**src/rtl/icache_line_filler_pkg.sv**
```systemverilog
// Shared I-cache miss-path types: filler FSM states, beat-count type and line-alignment helper.
package CacheSystemTypes;

    localparam int unsigned ICACHE_LINE_WIDTH     = 128;
    localparam int unsigned ICACHE_MEM_DATA_WIDTH = 32;
    localparam int unsigned ICACHE_LINE_BEATS     = ICACHE_LINE_WIDTH / ICACHE_MEM_DATA_WIDTH;

    typedef enum logic [1:0] {
        IC_FILLER_IDLE,
        IC_FILLER_REQ,
        IC_FILLER_RECV,
        IC_FILLER_FILL
    } IcFillerState;

    typedef logic [$clog2(ICACHE_LINE_BEATS)-1:0] IcBeatCount;

    // Zeroes the byte-offset bits; callers cast the result down to their address width.
    function automatic logic [63:0] ICacheLineAddr(input logic [63:0] addr,
                                                   input int unsigned offsetBits);
        logic [63:0] mask;
        mask = {64{1'b1}} << offsetBits;
        return addr & mask;
    endfunction

endpackage

```
**src/rtl/icache_line_assembler.sv**
```systemverilog
// Collects memory response beats into one cache line; lastBeat flags the final beat of the line.
module icache_line_assembler #(
    parameter int unsigned LINE_WIDTH     = 128,
    parameter int unsigned MEM_DATA_WIDTH = 32
) (
    input  logic                      clk,
    input  logic                      rst,
    input  logic                      clear,
    input  logic                      beatValid,
    input  logic [MEM_DATA_WIDTH-1:0] beatData,
    output logic [LINE_WIDTH-1:0]     lineData,
    output logic                      lastBeat
);

    localparam int unsigned BEATS     = LINE_WIDTH / MEM_DATA_WIDTH;
    localparam int unsigned CNT_WIDTH = $clog2(BEATS);

    logic [CNT_WIDTH-1:0] beatCnt;

    assign lastBeat = beatValid && (beatCnt == CNT_WIDTH'(BEATS - 1));

    always_ff @(posedge clk or posedge rst) begin
        if (rst) begin
            beatCnt  <= '0;
            lineData <= '0;
        end else if (clear) begin
            beatCnt <= '0;
        end else if (beatValid) begin
            lineData[beatCnt*MEM_DATA_WIDTH +: MEM_DATA_WIDTH] <= beatData;
            // Explicit wrap keeps non-power-of-two beat counts correct.
            beatCnt <= lastBeat ? '0 : beatCnt + 1'b1;
        end
    end

endmodule

```
**src/rtl/icache_line_filler.sv**
```systemverilog
// I-cache miss handler: one line request per miss, beat assembly, single-cycle fill.
// Optional perf counters enabled by defining ICACHE_FILLER_PERF_COUNTER_EN.
module icache_line_filler
    import CacheSystemTypes::*;
#(
    parameter int unsigned ADDR_WIDTH     = 32,
    parameter int unsigned LINE_WIDTH     = 128,
    parameter int unsigned MEM_DATA_WIDTH = 32,
    parameter int unsigned WAY_PTR_WIDTH  = 1
) (
    input  logic                      clk,
    input  logic                      rst,
    input  logic                      icMiss,
    input  logic [ADDR_WIDTH-1:0]     icMissAddr,
    input  logic [WAY_PTR_WIDTH-1:0]  icVictimWayPtr,
    output logic                      icFill,
    output logic                      icFillerBusy,
    output logic [ADDR_WIDTH-1:0]     icFillAddr,
    output logic [WAY_PTR_WIDTH-1:0]  icFillWayPtr,
    output logic [LINE_WIDTH-1:0]     icFillData,
    output logic                      memReqValid,
    output logic [ADDR_WIDTH-1:0]     memReqAddr,
    input  logic                      memReqReady,
    input  logic                      memRspValid,
    input  logic [MEM_DATA_WIDTH-1:0] memRspData
`ifdef ICACHE_FILLER_PERF_COUNTER_EN
    ,
    output logic [31:0]               perfMissCount,
    output logic [31:0]               perfStallCycles,
    output logic [15:0]               perfSuppressCount
`endif
);

    localparam int unsigned OFFSET_BITS = $clog2(LINE_WIDTH / 8);

    IcFillerState             state;
    logic [ADDR_WIDTH-1:0]    capAddr;
    logic [WAY_PTR_WIDTH-1:0] capWay;
    logic                     suppress;
    logic [ADDR_WIDTH-1:0]    missLineAddr;
    logic                     suppressHit;
    logic                     missAccept;
    logic                     missSuppressed;
    logic                     beatValid;
    logic                     reqClear;
    logic                     lastBeat;

    assign missLineAddr   = ADDR_WIDTH'(ICacheLineAddr(64'(icMissAddr), OFFSET_BITS));
    // Stale-miss window: only the IDLE cycle right after a fill, same line only.
    assign suppressHit    = suppress && (missLineAddr == capAddr);
    assign missAccept     = (state == IC_FILLER_IDLE) && icMiss && !suppressHit;
    assign missSuppressed = (state == IC_FILLER_IDLE) && icMiss && suppressHit;
    assign beatValid      = (state == IC_FILLER_RECV) && memRspValid;
    assign reqClear       = (state == IC_FILLER_REQ) && memReqReady;

    icache_line_assembler #(
        .LINE_WIDTH     (LINE_WIDTH),
        .MEM_DATA_WIDTH (MEM_DATA_WIDTH)
    ) u_assembler (
        .clk       (clk),
        .rst       (rst),
        .clear     (reqClear),
        .beatValid (beatValid),
        .beatData  (memRspData),
        .lineData  (icFillData),
        .lastBeat  (lastBeat)
    );

    always_ff @(posedge clk or posedge rst) begin
        if (rst) begin
            state        <= IC_FILLER_IDLE;
            capAddr      <= '0;
            capWay       <= '0;
            suppress     <= 1'b0;
            memReqValid  <= 1'b0;
            icFill       <= 1'b0;
            icFillerBusy <= 1'b0;
        end else begin
            icFill <= 1'b0;
            case (state)
                IC_FILLER_IDLE: begin
                    suppress <= 1'b0;
                    if (missAccept) begin
                        capAddr      <= missLineAddr;
                        capWay       <= icVictimWayPtr;
                        memReqValid  <= 1'b1;
                        icFillerBusy <= 1'b1;
                        state        <= IC_FILLER_REQ;
                    end
                end
                IC_FILLER_REQ: begin
                    if (memReqReady) begin
                        memReqValid <= 1'b0;
                        state       <= IC_FILLER_RECV;
                    end
                end
                IC_FILLER_RECV: begin
                    if (lastBeat) begin
                        icFill <= 1'b1;
                        state  <= IC_FILLER_FILL;
                    end
                end
                IC_FILLER_FILL: begin
                    suppress     <= 1'b1;
                    icFillerBusy <= 1'b0;
                    state        <= IC_FILLER_IDLE;
                end
                default: state <= IC_FILLER_IDLE;
            endcase
        end
    end

    assign memReqAddr   = capAddr;
    assign icFillAddr   = capAddr;
    assign icFillWayPtr = capWay;

`ifdef ICACHE_FILLER_PERF_COUNTER_EN
    always_ff @(posedge clk or posedge rst) begin
        if (rst) begin
            perfMissCount     <= '0;
            perfStallCycles   <= '0;
            perfSuppressCount <= '0;
        end else begin
            if (missAccept && (perfMissCount != '1)) begin
                perfMissCount <= perfMissCount + 1'b1;
            end
            if (icFillerBusy && (perfStallCycles != '1)) begin
                perfStallCycles <= perfStallCycles + 1'b1;
            end
            if (missSuppressed && (perfSuppressCount != '1)) begin
                perfSuppressCount <= perfSuppressCount + 1'b1;
            end
        end
    end
`else
    logic unusedSuppressed;
    assign unusedSuppressed = missSuppressed;
`endif

`ifndef SYNTHESIS
    // Stray response beats are dropped; warn so the memory-side bug is visible.
    assert property (@(posedge clk) disable iff (rst) memRspValid |-> state == IC_FILLER_RECV)
        else $warning("icache_line_filler: memRspValid outside RECV ignored");
`endif

endmodule

```
**config.mk**
```make
export PLATFORM = sky130hd
export DESIGN_NAME = icache_line_filler
export DESIGN_NICKNAME = d
export VERILOG_FILES = /design/src/rtl/icache_line_filler_pkg.sv /design/src/rtl/icache_line_assembler.sv /design/src/rtl/icache_line_filler.sv
export SDC_FILE = /design/constraint.sdc
export NUM_CORES = 1
export LEC_CHECK = 0
export CAP_MARGIN = 20
export CORE_UTILIZATION = 43
export CTS_CLUSTER_DIAMETER = 50
export DETAILED_ROUTE_END_ITERATION = 10
export MAX_ROUTING_LAYER = met4
export PLACE_DENSITY_LB_ADDON = 0.25
export RECOVER_POWER = 50
export SYNTH_ARGS = -nofsm -noshare
export SYNTH_HDL_FRONTEND = slang
export SYNTH_HIERARCHICAL = 1
export SYNTH_SLANG_ARGS = --single-unit
```
**constraint.sdc**
```tcl
create_clock -name clk -period 3.85 [get_ports clk]
set_input_delay 0.385 -clock clk [delete_from_list [all_inputs] [get_ports clk]]
set_output_delay 0.385 -clock clk [all_outputs]
set_load 0.02 [all_outputs]
```
* Word-level counts from Yosys, hierarchy flattened
Index checks and enable logic that the tools add are counted.
Storage, ports and cells: register bits 165, logic and storage cells 53, input port bits 70, output and inout port bits 196
Operators by class: mux-type cells 15, reductions and logical operators 16, bitwise gates (word level) 1, shift-type cells 2, eq/ne operators 8, add/subtract/negate cells 2
Operators by type and width (count):
- $bwmux 128 | 1
- $shift 32x34->128 const A | 1
- $shiftx 32x34->128 | 1
- $neg 7->34 | 1
- $eq 28x28->1 | 1
- $mux 2 | 6
- $pmux 2 s4 | 1
- $eq 2x2->1 const B | 3
- $logic_and 1x1->1 | 6
- $pmux 1 s2 | 3
- $reduce_and 2->1 | 3
- $reduce_and 3->1 | 2
- $reduce_bool 2->1 | 3
- $mux 1 | 4
- $ne 2x2->1 const B | 2
- $add 2x1->2 const B | 1
- $eq 2x1->1 const B | 1
- $logic_not 2->1 | 1
- $ne 2x1->1 const B | 1
- $logic_not 1->1 | 1
- $not 1->1 | 1

* Logic depth before layout (Yosys ltp)
Gate-level depths: netlist of the first run.
depth after elaboration 6, mapped depth 9

* Cells and area by module
The synthesis of the first run kept the hierarchy.
By module, submodules not included:
- icache_line_assembler | instances 1, cells each 536, seq. area each 3253.1 um2, area each 6475.0 um2
- icache_line_filler | instances 1, cells each 168, seq. area each 875.8 um2, area each 2137.0 um2

* Least setup slack after synthesis of the first run
Ideal clock, no wire load.
path kind flip-flop to flip-flop, start point reg u_assembler.beatCnt[0], end point reg u_assembler.lineData[22], library setup time 0.096 ns, required time 3.754 ns, clock period less this slack 2.385 ns, stages on the path, launching flop included 10, arrival time 2.290 ns, slack 1.465 ns, cell sequence dfrtp_1 -> clkbuf_1 -> clkbuf_1 -> inv_1 -> ha_1 -> buf_6 -> or3b_1 -> buf_2 -> buf_6 -> o32ai_2
Between the ends: word-level cells in the longest chain between the ends 3, elaborated cells on any way between the ends 4, those cells by class add/sub: 1; shift: 2; mux: 1
Ends and longest elaborated chain:
- start, declared | line icache_line_assembler.sv:18 | logic [CNT_WIDTH-1:0] beatCnt;
- start signal, assigned | line icache_line_assembler.sv:31 | beatCnt <= lastBeat ? '0 : beatCnt + 1'b1;
- $neg 7->34 (*) | line icache_line_assembler.sv:29 | lineData[beatCnt*MEM_DATA_WIDTH +: MEM_DATA_WIDTH] <= beatData;
- $shiftx 32x34->128 or $shift 32x34->128 (tied branches) | line icache_line_assembler.sv:29
- $bwmux 128 (*) | line icache_line_assembler.sv:29
- end signal, assigned by index | line icache_line_assembler.sv:29
- end, declared | line icache_line_assembler.sv:11 | output logic [LINE_WIDTH-1:0] lineData,
Every way passes the cells marked *; elsewhere a longest branch is shown, timed or not. A chain may end at the register's enable or synchronous reset.

* Worst setup path in the final report of the first run
start point reg state[0], end point reg u_assembler.lineData[116]
Between the ends: elaborated cells on any way between the ends 6, those cells by class eq/ne: 2; bitwise: 1; reduce/logical: 3
RTL lines:
- start, declared | line icache_line_filler.sv:36 | IcFillerState state;
- start signal, assigned | line icache_line_filler.sv:71 | state <= IC_FILLER_IDLE;
- start signal, assigned | line icache_line_filler.sv:88 | state <= IC_FILLER_REQ;
- start signal, assigned | line icache_line_filler.sv:94 | state <= IC_FILLER_RECV;
- $eq 2x2->1 | line icache_line_filler.sv:53 | assign beatValid = (state == IC_FILLER_RECV) && memRspValid;
- $logic_and 1x1->1 | line icache_line_filler.sv:53
- net beatValid | line icache_line_filler.sv:44 | logic beatValid;
- $reduce_and 2->1 (no source line)
The timed path passes the listed nets, and every way through them passes these cells.

==> results of run 1 <==
## cell usage after synthesis, drive strengths merged, types with 2 or more instances
cell type and count:
xor2 15, mux2 91, o22ai 8, xnor2 14, inv 77, nor2 3, ha 10, nand4b 5
nor4bb 30, mux2i 2, and4b 30, clkbuf 38, o32ai 60, nand2b 2, dfrtp 165, buf 62
and3b 4, nand2 61, nand4 4, o21ai 2, nand4bb 2, nor4 3, and2 4
## final cells by class
cell class | instances | share of cell area [%]
Tap cell | 265 | 2.86
Clock inverter | 11 | 1.28
Multi-Input combinational cell | 369 | 31.4
Sequential cell | 165 | 35.6
Clock buffer | 21 | 3.89
Timing Repair Buffer | 265 | 22.5
Inverter | 77 | 2.50
## through the flow
step	instance area (µm²)	power, µW	hold WS (ps)	std cells
5_1_grt	11600	9510	308	1173
3_3_place_gp	11000	7400	466	1140
2_1_floorplan	8640	5730	479	711
6_report	11600	9030	319	1173
3_5_place_dp	11000	7450	474	1140
4_1_cts	11600	9240	408	1172
## worst max-delay path, stage by stage (launching register included)
cell and delay [ps]:
sky130_fd_sc_hd__dfrtp_1 410, sky130_fd_sc_hd__inv_1 130, sky130_fd_sc_hd__ha_1 220, sky130_fd_sc_hd__and2_0 140, sky130_fd_sc_hd__clkbuf_1 550, sky130_fd_sc_hd__and3b_2 940, sky130_fd_sc_hd__mux2_2 430
## cells by family after synthesis
logic type,after synthesis
adder cells (fa/ha/maj),10
buffers and inverters,177
XOR/XNOR,29
AO/OA/AOI/OAI,74
multiplexers,93
flip-flops,165
other,1
AND/OR/NAND/NOR,155
## state kept, by name (all words and copies together) (netlist names)
| signal | cells |
|---|---|
| icFillerBusy | 1 |
| state | 2 |
| memReqValid | 1 |
| icFillWayPtr | 1 |
| u_assembler/lineData | 128 |
| u_assembler/beatCnt | 2 |
| icFillAddr | 28 |
| suppress | 1 |
| icFill | 1 |
## power groups by stage
stage / sequential [µW] / combinational [µW] / clock (µW)
after floorplan: 3350 / 2380 / 0
after global placement: 2740 / 4660 / 0
after detailed placement: 2750 / 4710 / 0
after CTS: 2730 / 4720 / 1790
after global routing: 2800 / 4860 / 1850
final: 2710 / 4570 / 1750
## routing by layer
metal / routed length, µm / global-route usage [%] / vias to the layer above / part of all wire [%]
met5: 0 / - / - / 0
met4: 461 / 7.56 / 0 / 2.1
met3: 1420 / 5.23 / 38 / 6.4
met2: 10800 / 36.3 / 227 / 48
met1: 9620 / 28.3 / 3088 / 43
li1: - / - / 2823 / -
## final timing paths
check	from	endpoint	slack (ps)	depth (start not counted)
setup / recovery	state[0]	u_assembler/lineData[116]	920	6
hold / removal	rst	icFillAddr[31]	320	2
setup reg to reg	state[0]	u_assembler/lineData[116]	920	6
hold reg to reg	u_assembler/lineData[127]	u_assembler/lineData[127]	480	1
max in group asynchronous	rst	u_assembler/lineData[40]	1300	3
min in group clk	u_assembler/lineData[127]	u_assembler/lineData[127]	480	1
==> results.md, run 1 <==
Clocking:
- The number of clock buffers added by TritonCTS is 17.
- Hold repair after CTS inserted 0 buffers.
- After clock tree synthesis, the setup repair step added 0 buffers.
- The post-CTS clock slew at the launch and capture registers of the worst setup and hold paths is 60 ps.
- No sink is reached through more buffers than the 2 on the longest clock path.
- The clock latency at the later pin of the worst-skew pair is 420 ps.
- The post-cts gate resize count is 0.
- The clock drives 165 sinks.
- The maximum level of the CTS H-tree is 4.
- In this run the clock root is driven by a sky130_fd_sc_hd__clkbuf_16.
- The TritonCTS clock tree is yes.

Setup path:
- STA puts the critical path data required time at 4150 ps.
- The element type at the critical path end is a register.
- The setup path with the least slack is of type register to register.
- At the worst endpoint, the arrival time is 3230 ps.
- In this run the worst path has a maximum fanout of 32.
- The element type at the critical path start is a register.

Synthesis:
- The number of enable-type register cells in the synthesized netlist is 0.
- The number of synthesized register bits is 165.
- The synthesized netlist devotes 1.45% of its cell area to adder and majority cells.
- Synthesis instantiated 42 different standard cells from the library.
- Among all flip-flop cells after synthesis, the most frequent one is sky130_fd_sc_hd__dfrtp_1.
- By area the synthesized netlist is led by sky130_fd_sc_hd__dfrtp_1 48%, sky130_fd_sc_hd__mux2_2 7.6%, sky130_fd_sc_hd__o32ai_2 7.0%.
- The synthesized netlist cell count is 704.
- Summing the areas of all compound-gate instances in the mapped netlist gives 11.2% of the synthesized area.
- The share of synthesized area spent on multiplexers is 13.4%.
- The synthesized design devotes to its leading area cell type 47.9% of total area.
- The share of synthesized flip-flops with an asynchronous set or reset is 100%.
- The largest family of logic cells by synthesized area is multiplexers.
- The fraction of the mapped netlist area in simple logic gates is 12.6%.
- The number of warnings reported in the yosys synthesis log is 6.
- Summing every instance area after synthesis gives 8610 µm².
- After synthesis, the mean cell area works out to 12.2 µm².
- Summing the areas of all xor and xnor instances in the mapped netlist gives 2.95% of the synthesized area.
- The leading area contributor after synthesis is sky130_fd_sc_hd__dfrtp_1.
- The sequential area share after synthesis is 47.9%.

GRT:
- The number of global-route vias before repair is 6250.
- The initial antenna violation count is 0.
- The global-route wire length before repair is 34800 µm.
- For this run the aggregate overflow at the end of global routing stands at 0.
- The overall global routing resource usage is 22.7%.
- The largest net degree at the start of global routing is 82.

Timing:
- The setup-violating endpoint count in the final report is 0.
- At the pin with the least slew margin, the transition time is 1490 ps.
- Setup repair after global routing left no endpoint under its margin.
- Subtracting the final worst setup slack from the clock period gives 2930 ps.
- The number of hold-slack violations in the final timing report is 0.
- Headroom to the max-slew limit came out at 0.392%.
- The count of final max-slew check failures is 0.
- The clock tree skew after final layout is 7.49 ps.
- The worst path uses 76.1% of the clock period.
- The summed negative setup slack over all endpoints is 0 ps.
- The post-layout worst setup margin is 919 ps.
- The achievable clock frequency is 0.341 GHz.

Routing:
- The number of vias per cell is 5.27.
- Summed over all layers, the routed wires come to 22300 µm.
- The final antenna-violating net count is 0.
- The number of remaining DRC errors is 0.
- The wire length per cell after detailed routing is 19.0 µm.
- The count of vias placed by the detailed router is 6176.
- The starting DRC count in detailed routing is 295.
- For this run, the detailed router's first-pass iteration total came to 4.

Power:
- The internal power component is 5420 µW.
- Dividing total power by cell area gives a power density of 779 nW/µm².
- Combinational logic burns 50.6% of the power.
- The power dissipated by switching net loads is 3620 µW.
- Net switching is 40.0% of the power.
- The leakage power is 0.00522 µW.
- The sequential share of power is 30.0%.
- The proportion of power drawn by the clock network is 19.3%.
- VDD sags by at most 0.575 mV.

Floorplan:
- For this configuration, the core starts out at a cell density of 44.1%.
- For this design the top-level I/O count stands at 266.
- The chip width is 144 µm.
- The area of the core region is 19500 µm².
- The die covers 20600 µm².
- After floorplanning, the core was divided into 51 placement rows.
- The die outline height is 144 µm.

Layout:
- The commonest non-fill, non-tap cell in the layout is sky130_fd_sc_hd__dfrtp_1.
- The area added between synthesis and finish is 34.6%.
- In the layout the commonest cells are 164 x sky130_fd_sc_hd__dfrtp_1, 162 x sky130_fd_sc_hd__clkdlybuf4s50_1, 91 x sky130_fd_sc_hd__dlygate4sd3_1, 76 x sky130_fd_sc_hd__inv_1, 61 x sky130_fd_sc_hd__nand2_1.
- The proportion of layout cells with a drive suffix above 1 is 19.5%.
- The combined area of the multi-input logic cells is 3630 µm².
- Summing all flip-flop and latch instances after layout gives 4130 µm².
- The layout has 1637 filler cells.
- The number of antenna cells inserted is 0.
- The final-stage net count is 975.
- Cells fill 59.4% of the core in the end.

Worst hold path:
- The class of the most critical hold timing path is primary input to async pin.

Job:
- The number of max-cap violations is 1.

Status:
- The final reports fail on max-capacitance violations.
- The flow ran to the end, but the final reports show violations.

Place:
- The detailed placement HPWL is 14600 µm.
- The number of port buffers is 253.
- Before CTS, the worst setup slack after placement is 1120 ps.
- The congestion estimate from routability-driven global placement came to 0.743.
Note: power is estimated with default switching activity, not from simulation.
==> run 2: changes to the inputs <==
==> constraint.sdc (replaced) <==
create_clock -name clk -period 2.6 [get_ports clk]
set_input_delay 0.26 -clock clk [delete_from_list [all_inputs] [get_ports clk]]
set_output_delay 0.26 -clock clk [all_outputs]
set_load 0.02 [all_outputs]
==> results.md, run 2 (synthesis gave the netlist of run 1 again) <==
Timing:
- The ratio of final minimum period to clock period is 87.7% (+12 points).
- The relative max-transition margin is 20.8% (+20 points).
- The transition time at the pin with the least slew margin is 1190 ps (-306 ps).
- The setup-violating endpoint count in the final report is 0 (unchanged).
- The time the final worst path needs with I/O delays and setup is 2280 ps (-650 ps).
- The count of final max-slew check failures is 0 (unchanged).
- The summed negative setup slack over all endpoints is 0 ps (unchanged).
- The number of hold-slack violations in the final timing report came to 0 (unchanged).
- The clock tree skew after final layout came to 9.53 ps (+2.04 ps).
- Setup repair after global routing left no endpoint under its margin.
- The achievable clock frequency is 0.439 GHz (+29%).

Layout:
- The library cells used most frequently in the layout, excluding fill and tap cells, are 164 x sky130_fd_sc_hd__dfrtp_1, 162 x sky130_fd_sc_hd__clkdlybuf4s50_1, 91 x sky130_fd_sc_hd__dlygate4sd3_1, 76 x sky130_fd_sc_hd__inv_1, 61 x sky130_fd_sc_hd__nand2_1.
- The proportion of layout cells with a drive suffix above 1 came to 20.9% (+1.4 points).
- The count of fill cells added during filler insertion is 1649 (+0.73%).
- Leaving out fill and tap cells, the most frequent cell in the layout is sky130_fd_sc_hd__dfrtp_1.
- The register with the most flip-flops in the final layout is u_assembler/lineData.
- The number of antenna cells inserted is 0 (unchanged).
- Relative to the synthesized area, the layout overhead comes to 36.2%.
- The end-of-flow core utilization was 60.1% (+0.70 points).
- The number of flip-flops under the largest register name is 128 (unchanged).
- The final-stage net count is 987 (+1.2%).
- The final instance area was 11700 µm² (+1.2%).

Clocking:
- The buffer levels on the longest clock path is 2 (unchanged).
- The clock latency at the later pin of the worst-skew pair is 430 ps (about the same).
- The post-CTS clock slew at the launch and capture registers of the worst setup and hold paths came to 70 ps (about the same).
- The TritonCTS clock tree is yes.
- The clock buffer count from CTS was 17 (unchanged).
- The CTS root buffer is sky130_fd_sc_hd__clkbuf_16.
- The maximum level of the CTS H-tree is 4 (unchanged).
- The post-CTS setup-driven buffer insertion count is 0 (unchanged).
- The post-cts gate resize count came to 0 (unchanged).
- The number of sinks on the clock net was 165 (unchanged).
- The number of hold buffers added after cts came to 0 (unchanged).

Place:
- The number of port buffers is 253 (unchanged).
- The detailed placement HPWL is 15400 µm (+5.4%).
- The total cell area at the placement stage is 11200 µm² (+1.3%).
- The routability congestion estimate from global placement is 0.741 (-0.34%).

Routing:
- The final antenna-violating net count is 0 (unchanged).
- The wire length per cell after detailed routing is 19.3 µm (+1.2%).
- The overall routed net length is 22800 µm (+2.2%).
- The count of vias placed by the detailed router was 6185 (+0.15%).
- The number of remaining DRC errors was 0 (unchanged).
- The starting DRC count in detailed routing was 291 (-1.4%).
- The number of detailed-route iterations in the first pass is 4 (unchanged).
- The number of vias per cell is 5.22 (-0.78%).

GRT:
- The number of global-route vias before repair is 6300 (+0.80%).
- The overall global routing resource usage came to 23.6% (+0.94 points).
- In this run the most used layer during global routing was met2.
- The met1 capacity usage during global routing is 29.9% (+1.6 points).
- The total grt overflow is 0 (unchanged).
- The fraction of met2 tracks used by global routing is 38.6% (+2.3 points).
- The initial antenna violation count was 0 (unchanged).
- The largest net degree at the start of global routing was 72 (-12%).
- The global-route wire length before repair is 35800 µm (+2.9%).
- The met3 capacity usage during global routing is 5.16% (-0.067 points).

Floorplan:
- The number of rows created at floorplan is 51 (unchanged).
- The number of top-level design ports came to 266 (unchanged).
- The area of the core region is 19500 µm² (unchanged).
- The die outline height is 144 µm (unchanged).
- The initial standard-cell utilization of the core is 44.1% (unchanged).
- The area of the die is 20600 µm² (unchanged).
- The chip width came to 144 µm (unchanged).

Power:
- The power density over cell area is 1150 nW/µm² (+47%).
- The leakage power came to 0.00532 µW (+1.9%).
- The total power is 13500 µW (+49%).
- The maximum resistive drop on vdd is 0.822 mV (+43%).

Worst hold path:
- The class of the most critical hold timing path is primary input to async pin.

Status:
- The run finished with clean final reports.

Setup path:
- The element type at the critical path start is a register.
- The element type at the critical path end is a register.
- The required time of the worst setup path is 2910 ps (-1240 ps).
- The classification of the worst setup path is register to register.
- The largest driver fanout on the critical path is 30 (-6.3%).
- The arrival time at the worst endpoint was 2590 ps (-640 ps).

Job:
- The number of max-cap violations is 0 (-1).
-- run 2: power breakdown --
part	total, µW	switching (µW)	internal [µW]	leakage, µW
combinational	6890	3730	3160	0.00291
sequential	4020	623	3400	0.00211
clock	2560	1040	1520	0.000296
-- run 2: worst paths after layout --
kind                       slack, ps                       from  cells after the start                   endpoint
max                              320             icFillAddr[10]                      5             icFillAddr[24]
min                              440                        rst                      2                memReqValid
max reg2reg                      320             icFillAddr[10]                      5             icFillAddr[24]
min reg2reg                      480  u_assembler/lineData[127]                      1  u_assembler/lineData[127]
max in group asynchronous        570                        rst                      3  u_assembler/lineData[111]
min in group clk                 450             icVictimWayPtr                      2               icFillWayPtr
-- run 2: layout make-up --
class	count	area, µm²	area share [%]
sequential	165	4130	35.2
clock inverter	10	121	1.03
timing repair buffer	277	2740	23.4
multi-input combinational	369	3630	31.0
clock buffer	21	480	4.10
inverter	77	290	2.48
tap	265	332	2.83
-- run 2: critical path, stage by stage, from the launching register on --
cell and delay, ps:
sky130_fd_sc_hd__dfrtp_1 430, sky130_fd_sc_hd__xnor2_1 200, sky130_fd_sc_hd__nand4_1 150, sky130_fd_sc_hd__or4_4 560
sky130_fd_sc_hd__o211a_4 460, sky130_fd_sc_hd__mux2_4 360
-- run 2: per-stage QoR --
step                hold slack, ps  worst slack (ps)  std cells
finish                         436               320       1184
floorplan                      404               215        711
CTS                            257               286       1184
global route                   442               215       1184
detailed placement             475              13.9       1153
global placement               467              27.5       1153
-- run 2: metal layers --
metal	routed length [µm]	part of all wire, %	vias to the layer above
li1	-	-	2852
met1	10000	44	3118
met2	11300	50	195
met3	1250	5.5	20
met4	190	0.83	0
met5	0	0	-
